**src/rtl/cic_integrator_decimator_pkg.sv**
```systemverilog
// ----------------------------------------------------------------------------
// cic_pkg
//
// Shared definitions for the CIC decimation filter. Both the integrator half
// (cic_integrator_decimator) and the differentiator half (comb chain) use it.
//
// Contents:
//   CIC_* localparams   default filter configuration
//   cic_clog2()         ceiling log2, usable in constant expressions
//   cic_acc_width()     integrator register width: in_w + stages*clog2(rate)
//   cic_sext()          sign-extends the low 'width' bits of a value to 64 bits
// ----------------------------------------------------------------------------
package cic_pkg;

    localparam int CIC_IN_WIDTH  = 8;
    localparam int CIC_STAGES    = 3;
    localparam int CIC_RATE      = 8;
    localparam int CIC_OUT_WIDTH = 17;

    // Ceiling log2; clog2(1) = 0.
    function automatic int cic_clog2(input int value);
        int result;
        result = 0;
        while ((1 << result) < value) begin
            result++;
        end
        return result;
    endfunction

    // Register growth bound of a CIC filter: every integrator stage can grow
    // the magnitude by at most a factor of RATE.
    function automatic int cic_acc_width(input int in_w, input int stages, input int rate);
        return in_w + stages * cic_clog2(rate);
    endfunction

    // Sign-extends bits [width-1:0] of value to the full 64-bit result.
    // Callers narrow the result to their register width with a size cast.
    function automatic logic [63:0] cic_sext(input logic [63:0] value, input int width);
        logic [63:0] result;
        result = value;
        for (int i = 0; i < 64; i++) begin
            if (i >= width) begin
                result[i] = value[width-1];
            end
        end
        return result;
    endfunction

endpackage

```
**src/rtl/cic_integrator_decimator_integrator.sv**
```systemverilog
// ----------------------------------------------------------------------------
// cic_integrator
//
// One CIC integrator stage: a WIDTH-bit accumulator that adds 'addend' on
// every enabled clock. Arithmetic wraps modulo 2^WIDTH, which is exactly what
// a CIC filter needs: the comb chain cancels the wrap as long as the register
// is at least as wide as the filter's worst-case gain requires.
//
// Ports:
//   clk     in   clock
//   rst_n   in   synchronous active-low reset, clears acc
//   en      in   accumulate this cycle
//   addend  in   WIDTH  value added to acc when en=1
//   acc     out  WIDTH  registered accumulator value
// ----------------------------------------------------------------------------
module cic_integrator #(
    parameter int WIDTH = 12
) (
    input  logic             clk,
    input  logic             rst_n,
    input  logic             en,
    input  logic [WIDTH-1:0] addend,
    output logic [WIDTH-1:0] acc
);

    // NOTE: the accumulator is state that must start from a known value, so
    // it sits under reset; a wrong start value would persist forever, since
    // an integrator never forgets.
    always_ff @(posedge clk) begin
        if (!rst_n) begin
            acc <= '0;
        end else if (en) begin
            acc <= acc + addend;
        end
    end

endmodule

```
**src/rtl/cic_integrator_decimator.sv**
```systemverilog
// ----------------------------------------------------------------------------
// cic_integrator_decimator
//
// Front half of a CIC decimator: STAGES cascaded integrators running at the
// input sample rate, followed by a RATE:1 downsampler. It emits one scaled
// sample per RATE accepted inputs and a matching hold signal for the comb
// chain, so the combs advance only on decimated samples.
//
// Build option:
//   CIC_INTEG_ROUND_EN  when defined, the output scaling rounds half up
//                       (adds 2^(D-1) before dropping D LSBs). When not
//                       defined, the scaling truncates toward -inf.
//                       D = ACC_WIDTH - OUT_WIDTH; with D = 0 the option has
//                       no effect.
//
// Ports:
//   clk        in   clock
//   rst_n      in   synchronous active-low reset
//   in_valid   in   data_in carries a sample this cycle
//   data_in    in   IN_WIDTH      signed input sample
//   data_out   out  OUT_WIDTH     decimated, scaled integrator output (signed)
//   out_valid  out  one-cycle pulse: data_out was updated this cycle
//   hold       out  registered ~out_valid, holds the comb stages
//   phase      out  clog2(RATE)   decimation counter
// ----------------------------------------------------------------------------
module cic_integrator_decimator
    import cic_pkg::*;
#(
    parameter int IN_WIDTH  = CIC_IN_WIDTH,
    parameter int STAGES    = CIC_STAGES,
    parameter int RATE      = CIC_RATE,
    parameter int OUT_WIDTH = CIC_OUT_WIDTH
) (
    input  logic                      clk,
    input  logic                      rst_n,
    input  logic                      in_valid,
    input  logic [IN_WIDTH-1:0]       data_in,
    output logic [OUT_WIDTH-1:0]      data_out,
    output logic                      out_valid,
    output logic                      hold,
    output logic [$clog2(RATE)-1:0]   phase
);

    localparam int ACC_WIDTH = cic_acc_width(IN_WIDTH, STAGES, RATE);
    localparam int PH_WIDTH  = $clog2(RATE);
    localparam int D         = ACC_WIDTH - OUT_WIDTH;

`ifdef CIC_INTEG_ROUND_EN
    localparam bit ROUND_EN = 1'b1;
`else
    localparam bit ROUND_EN = 1'b0;
`endif

    // Half an output LSB, expressed in accumulator LSBs. Zero when there
    // are no discarded bits or rounding is disabled.
    localparam int RSH = (D > 0) ? D - 1 : 0;
    localparam logic [ACC_WIDTH-1:0] ROUND_BIAS =
        (ROUND_EN && (D > 0)) ? (ACC_WIDTH'(1) << RSH) : '0;

    localparam logic [PH_WIDTH-1:0] LAST_PHASE = PH_WIDTH'(RATE - 1);

    // Elaboration-time guards on the configuration.
    if (STAGES < 1 || STAGES > 6) begin : g_bad_stages
        $error("cic_integrator_decimator: STAGES must be 1..6");
    end
    if (RATE < 2) begin : g_bad_rate
        $error("cic_integrator_decimator: RATE must be >= 2");
    end
    if (OUT_WIDTH > ACC_WIDTH) begin : g_bad_out_width
        $error("cic_integrator_decimator: OUT_WIDTH must be <= ACC_WIDTH");
    end
    if (ACC_WIDTH > 64) begin : g_bad_acc_width
        $error("cic_integrator_decimator: ACC_WIDTH above 64 is not supported");
    end

    // ------------------------------------------------------------------
    // Integrator chain
    // ------------------------------------------------------------------
    logic [ACC_WIDTH-1:0] acc    [STAGES];
    logic [ACC_WIDTH-1:0] addend [STAGES];

    for (genvar k = 0; k < STAGES; k++) begin : g_stage
        if (k == 0) begin : g_first
            assign addend[k] = ACC_WIDTH'(cic_sext(64'(data_in), IN_WIDTH));
        end else begin : g_chain
            // Each stage adds the previous stage's registered value, so
            // all stages update together from pre-update values.
            assign addend[k] = acc[k-1];
        end

        cic_integrator #(
            .WIDTH (ACC_WIDTH)
        ) u_integrator (
            .clk    (clk),
            .rst_n  (rst_n),
            .en     (in_valid),
            .addend (addend[k]),
            .acc    (acc[k])
        );
    end

    // ------------------------------------------------------------------
    // Output scaling
    // ------------------------------------------------------------------
    // The decimated sample is the value the last integrator is about to
    // take, so out_valid lands one clock after the RATE-th sample rather
    // than two.
    logic [ACC_WIDTH-1:0] last_next;
    logic [ACC_WIDTH-1:0] last_rounded;
    logic [OUT_WIDTH-1:0] scaled;

    assign last_next    = acc[STAGES-1] + addend[STAGES-1];
    assign last_rounded = last_next + ROUND_BIAS;
    // A logical shift followed by narrowing keeps bits [ACC_WIDTH-1:D];
    // the sign bit of the result is the accumulator's sign bit.
    assign scaled       = OUT_WIDTH'(last_rounded >> D);

    // ------------------------------------------------------------------
    // Decimation counter and output register
    // ------------------------------------------------------------------
    logic frame_end;

    assign frame_end = in_valid && (phase == LAST_PHASE);

    // NOTE: registered state uses non-blocking assignments so every flop
    // samples values from before this edge, independent of statement order.
    always_ff @(posedge clk) begin
        if (!rst_n) begin
            phase     <= '0;
            data_out  <= '0;
            out_valid <= 1'b0;
            hold      <= 1'b1;
        end else begin
            out_valid <= frame_end;
            hold      <= ~frame_end;
            if (frame_end) begin
                data_out <= scaled;
            end
            if (in_valid) begin
                phase <= (phase == LAST_PHASE) ? '0 : phase + 1'b1;
            end
        end
    end

endmodule

```
**config.mk**
```make
export PLATFORM = sky130hd
export DESIGN_NAME = cic_integrator_decimator
export DESIGN_NICKNAME = d
export VERILOG_FILES = /design/src/rtl/cic_integrator_decimator_pkg.sv /design/src/rtl/cic_integrator_decimator_integrator.sv /design/src/rtl/cic_integrator_decimator.sv
export SDC_FILE = /design/constraint.sdc
export NUM_CORES = 1
export LEC_CHECK = 0
export CAP_MARGIN = 20
export CORE_AREA = 2 2 108 110
export DETAILED_ROUTE_END_ITERATION = 7
export DIE_AREA = 0 0 110 112
export GPL_TIMING_DRIVEN = 0
export SLEW_MARGIN = 40
export SYNTH_ARGS = -nofsm -noshare
export SYNTH_HDL_FRONTEND = slang
export SYNTH_SLANG_ARGS = --single-unit
```
**constraint.sdc**
```tcl
create_clock -name clk -period 3.5 [get_ports clk]
set_clock_uncertainty 0.05 [all_clocks]
set_input_delay 0.7 -clock clk [delete_from_list [all_inputs] [get_ports clk]]
set_output_delay 0.7 -clock clk [all_outputs]
set_load 0.01 [all_outputs]
```
== Word level (Yosys, flattened, before mapping) ==
Cells that the tools add are included.
Widths: inputs -> output; s select.

* Bits in registers: 73
* Bits of input ports: 11

* Add/sub/neg operators: 4
* Equality and inequality tests: 1
* Mux-type cells: 1
* Bitwise operators: 1
* Reductions and logical operators: 1

{| class="wikitable"
|+ Operators by type and width
! operator !! number
|-
| $add 17x17->17 || 3
|-
| $add 3x1->3 const B || 1
|-
| $eq 3x3->1 const B || 1
|-
| $mux 3 || 1
|-
| $logic_and 1x1->1 || 1
|-
| $not 1->1 || 1
|}

== Logic depth before layout (Yosys ltp) ==
* Word-level depth: 3
* Depth in mapped cells: 9
* Gate-level depth less buffers: 9

== By module ==
Synthesis repeated with hierarchy kept, for this count alone.

* Cell total of the unflattened synthesis: 682
* Area total of the unflattened synthesis: 5,873.1 sq um

{| class="wikitable"
|+ Modules (own cells, without submodules)
! module !! times used !! cells each !! area an instance (sq um)
|-
| cic_integrator (g_stage[1].u_integrator ...) || 2 || 171 || 1,473.9
|-
| cic_integrator_decimator || 1 || 176 || 1,506.4
|-
| cic_integrator (g_stage[0].u_integrator) || 1 || 164 || 1,418.9
|}

== Worst setup path after synthesis ==
Ideal clock, no wire load.

* Path kind: input-to-reg
* Start point: input data_in[0]
* End point: register g_stage[0].u_integrator.acc[16]
* Setup time: 0.067 ns
* Arrival: 2.825 ns
* Data required time: 3.383 ns
* Slack: 0.557 ns
* Cell stages on the path: 9
* Path buffers: 0
* Cell sequence: ha_1 fa_1 a21o_1 a221oi_2 o21ai_2 and3_4 or3_1 a31o_1 a21oi_2

* Cells in the longest elaborated chain, start to end: 1

{| class="wikitable"
|+ Ends and longest elaborated chain
! item !! RTL line !! RTL
|-
| start: declaration || cic_integrator_decimator.sv:37 || <nowiki>input logic [IN_WIDTH-1:0] data_in,</nowiki>
|-
| $add 17x17->17 || cic_integrator_decimator_integrator.sv:33 || <nowiki>acc <= acc + addend;</nowiki>
|-
| end signal: assignment || cic_integrator_decimator_integrator.sv:33 ||
|-
| end: declaration || cic_integrator_decimator_integrator.sv:23 || <nowiki>output logic [WIDTH-1:0] acc</nowiki>
|}

No other way between the ends.
A chain may end at the register's enable or synchronous reset.

== Worst setup path in the final report ==
* Start point: input data_in[7]
* End point: register g_stage[0].u_integrator.acc[16]

Same word-level chain as after synthesis.

==> Flow_metrics.wiki <==
{| class="wikitable"
! Metric !! Value
|-
| Result of the run || finished clean
|-
| Cell type with the largest total area after synthesis || sky130_fd_sc_hd__dfxtp_1
|-
| Total die area || 12300 um2
|-
| H-tree levels || 3
|-
| Kind of launch point of the worst setup path || input pin
|-
| Filler-free cell count of the finished design || 758
|-
| Post-Syn Area per Cell || 8.61 um2
|-
| WP data arrival || 3.46 ns
|-
| Number of antenna diodes || 0
|-
| Cell area after synthesis || 4890 um2
|-
| Async S/R FF share, synth || 0%
|-
| Power per cell area || 470 nW/um2
|-
| Actual slew at the worst max-slew pin || 0.827 ns
|-
| Synthesis Warnings || 0
|-
| Detailed placement HPWL || 9460 um
|-
| Crit path setup slack, layout || 0.268 ns
|-
| Total of flip-flops plus latches after synthesis || 73
|-
| Clk buf depth || 2
|-
| Overall power consumption || 2.68 mW
|-
| WHS || 0.401 ns
|-
| Setup-violating endpoint count in the final report || 0
|-
| First-pass GRT wire length || 21200 um
|-
| Clock buffers created by TritonCTS || 9
|-
| GRT met2 Usage || 37.0%
|-
| Worst min-delay path class || flop to flop
|-
| Most heavily used metal layer in global routing || met2
|-
| Worst-case headroom to the max-slew limit || 44.9%
|-
| Peak clock frequency supported by timing || 0.309 GHz
|-
| Overall Global Routing Usage || 22.4%
|-
| Max Cap Viol || 0
|-
| Met3 layer usage reported by global route || 3.51%
|-
| Filler Cell Count || 1073
|-
| Layout Area Growth over Synthesis || 16.4%
|-
| Maximum net fanout on the critical path || 12
|-
| DRT antenna net count || 0
|-
| Met1 demand-to-capacity share in global routing || 29.7%
|-
| Insertion delay of the later-clocked pin in the worst-skew pair || 0.35 ns
|-
| Total grt overflow || 0
|-
| Count of input and output buffers || 32
|-
| Unrepaired setup endpoints after global routing || false
|-
| Required arrival time at the worst endpoint || 3.73 ns
|-
| Standard cell core area || 11200 um2
|-
| Post-detailed-route wirelength per cell || 17.0 um
|-
| Synthesized instance count || 568
|-
| Final max-slew violation count || 0
|-
| Pin count of the biggest net entering global routing || 13
|-
| Synth cell types || 62
|-
| DRT Pass-1 Iters || 4
|-
| Final Routed Wirelength || 12900 um
|-
| Worst Path Class, Setup || input pin to flop
|-
| Via count of the first global-routing pass || 4239
|-
| Delay contributed by the slowest stage of the critical path || 0.81 ns
|-
| Fraction of final layout cells with drive strength greater than 1 || 4.88%
|-
| GP Congestion || 0.992
|-
| Dominant cells by area after synthesis || sky130_fd_sc_hd__dfxtp_1 (30%), sky130_fd_sc_hd__ha_1 (13%), sky130_fd_sc_hd__mux2i_1 (5.1%), sky130_fd_sc_hd__a21oi_1 (4.2%), sky130_fd_sc_hd__nor2_1 (4.0%)
|-
| Final critical-path share of the clock period || 92.4%
|-
| Clock slew at reported path FFs || 0.06 ns
|-
| Post-synth EDFFs || 0
|-
| Synthesized net count || 632
|-
| Effective utilization at floorplan || 43.7%
|-
| Pre-CTS setup slack || -0.106 ns
|-
| Detailed router's first-iteration violation count || 306
|-
| Post-cts resize count || 0
|-
| Minimum clock period || 3.23 ns
|-
| Clock tree from TritonCTS || built
|-
| Total number of vias || 4349
|-
| Initial antenna violation count || 0
|-
| Critical path endpoint category || flop
|-
| Post-CTS setup buffer count || 0
|-
| Hold_buf cts || 0
|-
| FP Rows || 39
|-
| Worst supply voltage drop on vdd || 230 uV
|-
| CP max stage cell || sky130_fd_sc_hd__clkdlybuf4s50_1
|-
| Horizontal die dimension || 110 um
|-
| Top-area cell type share of the netlist area || 29.9%
|-
| P_leak || 2.44 nW
|-
| Chip Height || 112 um
|-
| Remaining routing DRC violations || 0
|-
| Number of clock sinks || 73
|-
| Drt via density || 5.74
|-
| Share of synthesized area occupied by flip-flops and latches || 29.9%
|-
| Main flop type after synthesis || sky130_fd_sc_hd__dfxtp_1
|-
| Buffers plus inverters on the worst setup path || 2
|-
| Number of primary I/O pins || 33
|-
| Hold Vio Cnt, Final || 0
|-
| Root Driver || sky130_fd_sc_hd__clkbuf_16
|-
| Cell type group with the largest total delay on the critical path || compound AO/OA/AOI/OAI gates
|-
| Net count reported at finish || 675
|-
| Number of placed instances, taps included || 743
|-
| Cell breakdown of the critical path || clkdlybuf4s50_1 > ha_1 > clkbuf_1 > a21o_1 > a21oi_1 > o211ai_1 > o311a_1 > or3_1 > a31o_1 > a21oi_2
|}
layout by cell type, fill, tap and decap left out, drive strengths merged, types with 6 or more instances in the layout:
cell type	instances
o211ai	11
clkdlybuf4s50	32
a21oi	42
inv	12
o21ai	35
dfxtp	73
a21o	19
o21bai	8
nor2	52
xnor2	18
mux2i	25
xor2	13
a22o	13
clkbuf	30
nand3	17
or3	6
a211oi	13
and3	7
nand3b	9
nand2	35
nand4	8
ha	50
nor2b	9
stage by stage:
stage | utilization (%) | TNS, ns | instance area [um2]
after floorplan | - | 0 | 4890
after global placement | 48.2 | -0.0641 | 5390
after detailed placement | 48.2 | -0.152 | 5390
after CTS | 50.9 | 0 | 5680
after global routing | 50.9 | 0 | 5690
final | 50.9 | 0 | 5690
synthesized netlist by cell type (4+ instances only):
cell                       count
sky130_fd_sc_hd__a211oi_1     13
sky130_fd_sc_hd__a21o_1       18
sky130_fd_sc_hd__a21oi_1      41
sky130_fd_sc_hd__a22o_1       13
sky130_fd_sc_hd__a31oi_1       4
sky130_fd_sc_hd__and3_1        5
sky130_fd_sc_hd__buf_1         4
sky130_fd_sc_hd__clkbuf_1     18
sky130_fd_sc_hd__dfxtp_1      73
sky130_fd_sc_hd__ha_1         50
sky130_fd_sc_hd__inv_1        12
sky130_fd_sc_hd__mux2i_1      25
sky130_fd_sc_hd__nand2_1      35
sky130_fd_sc_hd__nand2b_1      5
sky130_fd_sc_hd__nand3_1      17
sky130_fd_sc_hd__nand3b_1      9
sky130_fd_sc_hd__nand4_1       8
sky130_fd_sc_hd__nand4b_1      4
sky130_fd_sc_hd__nor2_1       52
sky130_fd_sc_hd__nor2b_1       9
sky130_fd_sc_hd__nor3_1        5
sky130_fd_sc_hd__o211ai_1     11
sky130_fd_sc_hd__o21a_1        4
sky130_fd_sc_hd__o21ai_0      33
sky130_fd_sc_hd__o21bai_1      8
sky130_fd_sc_hd__or3_1         6
sky130_fd_sc_hd__xnor2_1      18
sky130_fd_sc_hd__xor2_1       13
registers in the layout, summed over array words and instances (netlist names):
register,flops
data_out,17
phase,3
hold,1
g_stage.u_integrator.acc,51
out_valid,1
path summary, 6_finish.rpt:
kind / from / to / slack, ns / depth (start not counted)
max: data_in[7] / g_stage[0].u_integrator.acc[16] / 0.27 / 10
min: data_out[8] / data_out[8] / 0.40 / 2
max reg2reg: g_stage[1].u_integrator.acc[0] / g_stage[2].u_integrator.acc[16] / 0.64 / 9
min reg2reg: data_out[8] / data_out[8] / 0.40 / 2
area by class of cell:
class | count | area (um2) | area share (%)
sequential | 73 | 1460 | 25.7
inverter | 12 | 45.0 | 0.792
clock buffer | 12 | 256 | 4.51
clock inverter | 3 | 40.0 | 0.704
buffer | 23 | 87.6 | 1.54
multi-input combinational | 460 | 3300 | 58.0
tap | 143 | 179 | 3.15
timing repair buffer | 32 | 320 | 5.63
metal layers:
layer | routed length (um) | vias up
met1 | 6090 | 2045
met5 | 0 | -
met4 | 161 | 0
li1 | - | 2204
met3 | 636 | 13
met2 | 6020 | 87
report_power, final:
group / total (mW) / switching, mW / leakage (nW) / internal (mW)
logic: 0.755 / 0.434 / 1.70 / 0.322
registers: 0.981 / 0.0751 / 0.595 / 0.906
clock network: 0.940 / 0.355 / 0.148 / 0.584
worst reg2reg max path, delay by kind of cell, from the launching register on:
family,cells,cell delay (ns)
AND/OR/NAND/NOR,2,0.42
flip-flops,1,0.33
adder cells (fa/ha/maj),2,0.64
multiplexers,2,0.46
AO/OA/AOI/OAI,3,0.85
logic make-up (layout without fill, tap and decap cells):
group | Yosys count | in the layout | synth area share, %
compound gates | 176 | 176 | 24.3
simple gates | 173 | 173 | 18.0
flops | 73 | 73 | 29.9
fa+ha+maj | 53 | 53 | 14.0
buf+inv | 35 | 82 | 2.71
xor+xnor | 31 | 31 | 5.55
mux | 27 | 27 | 5.58
No activity file was read; power rests on OpenSTA's default activity.
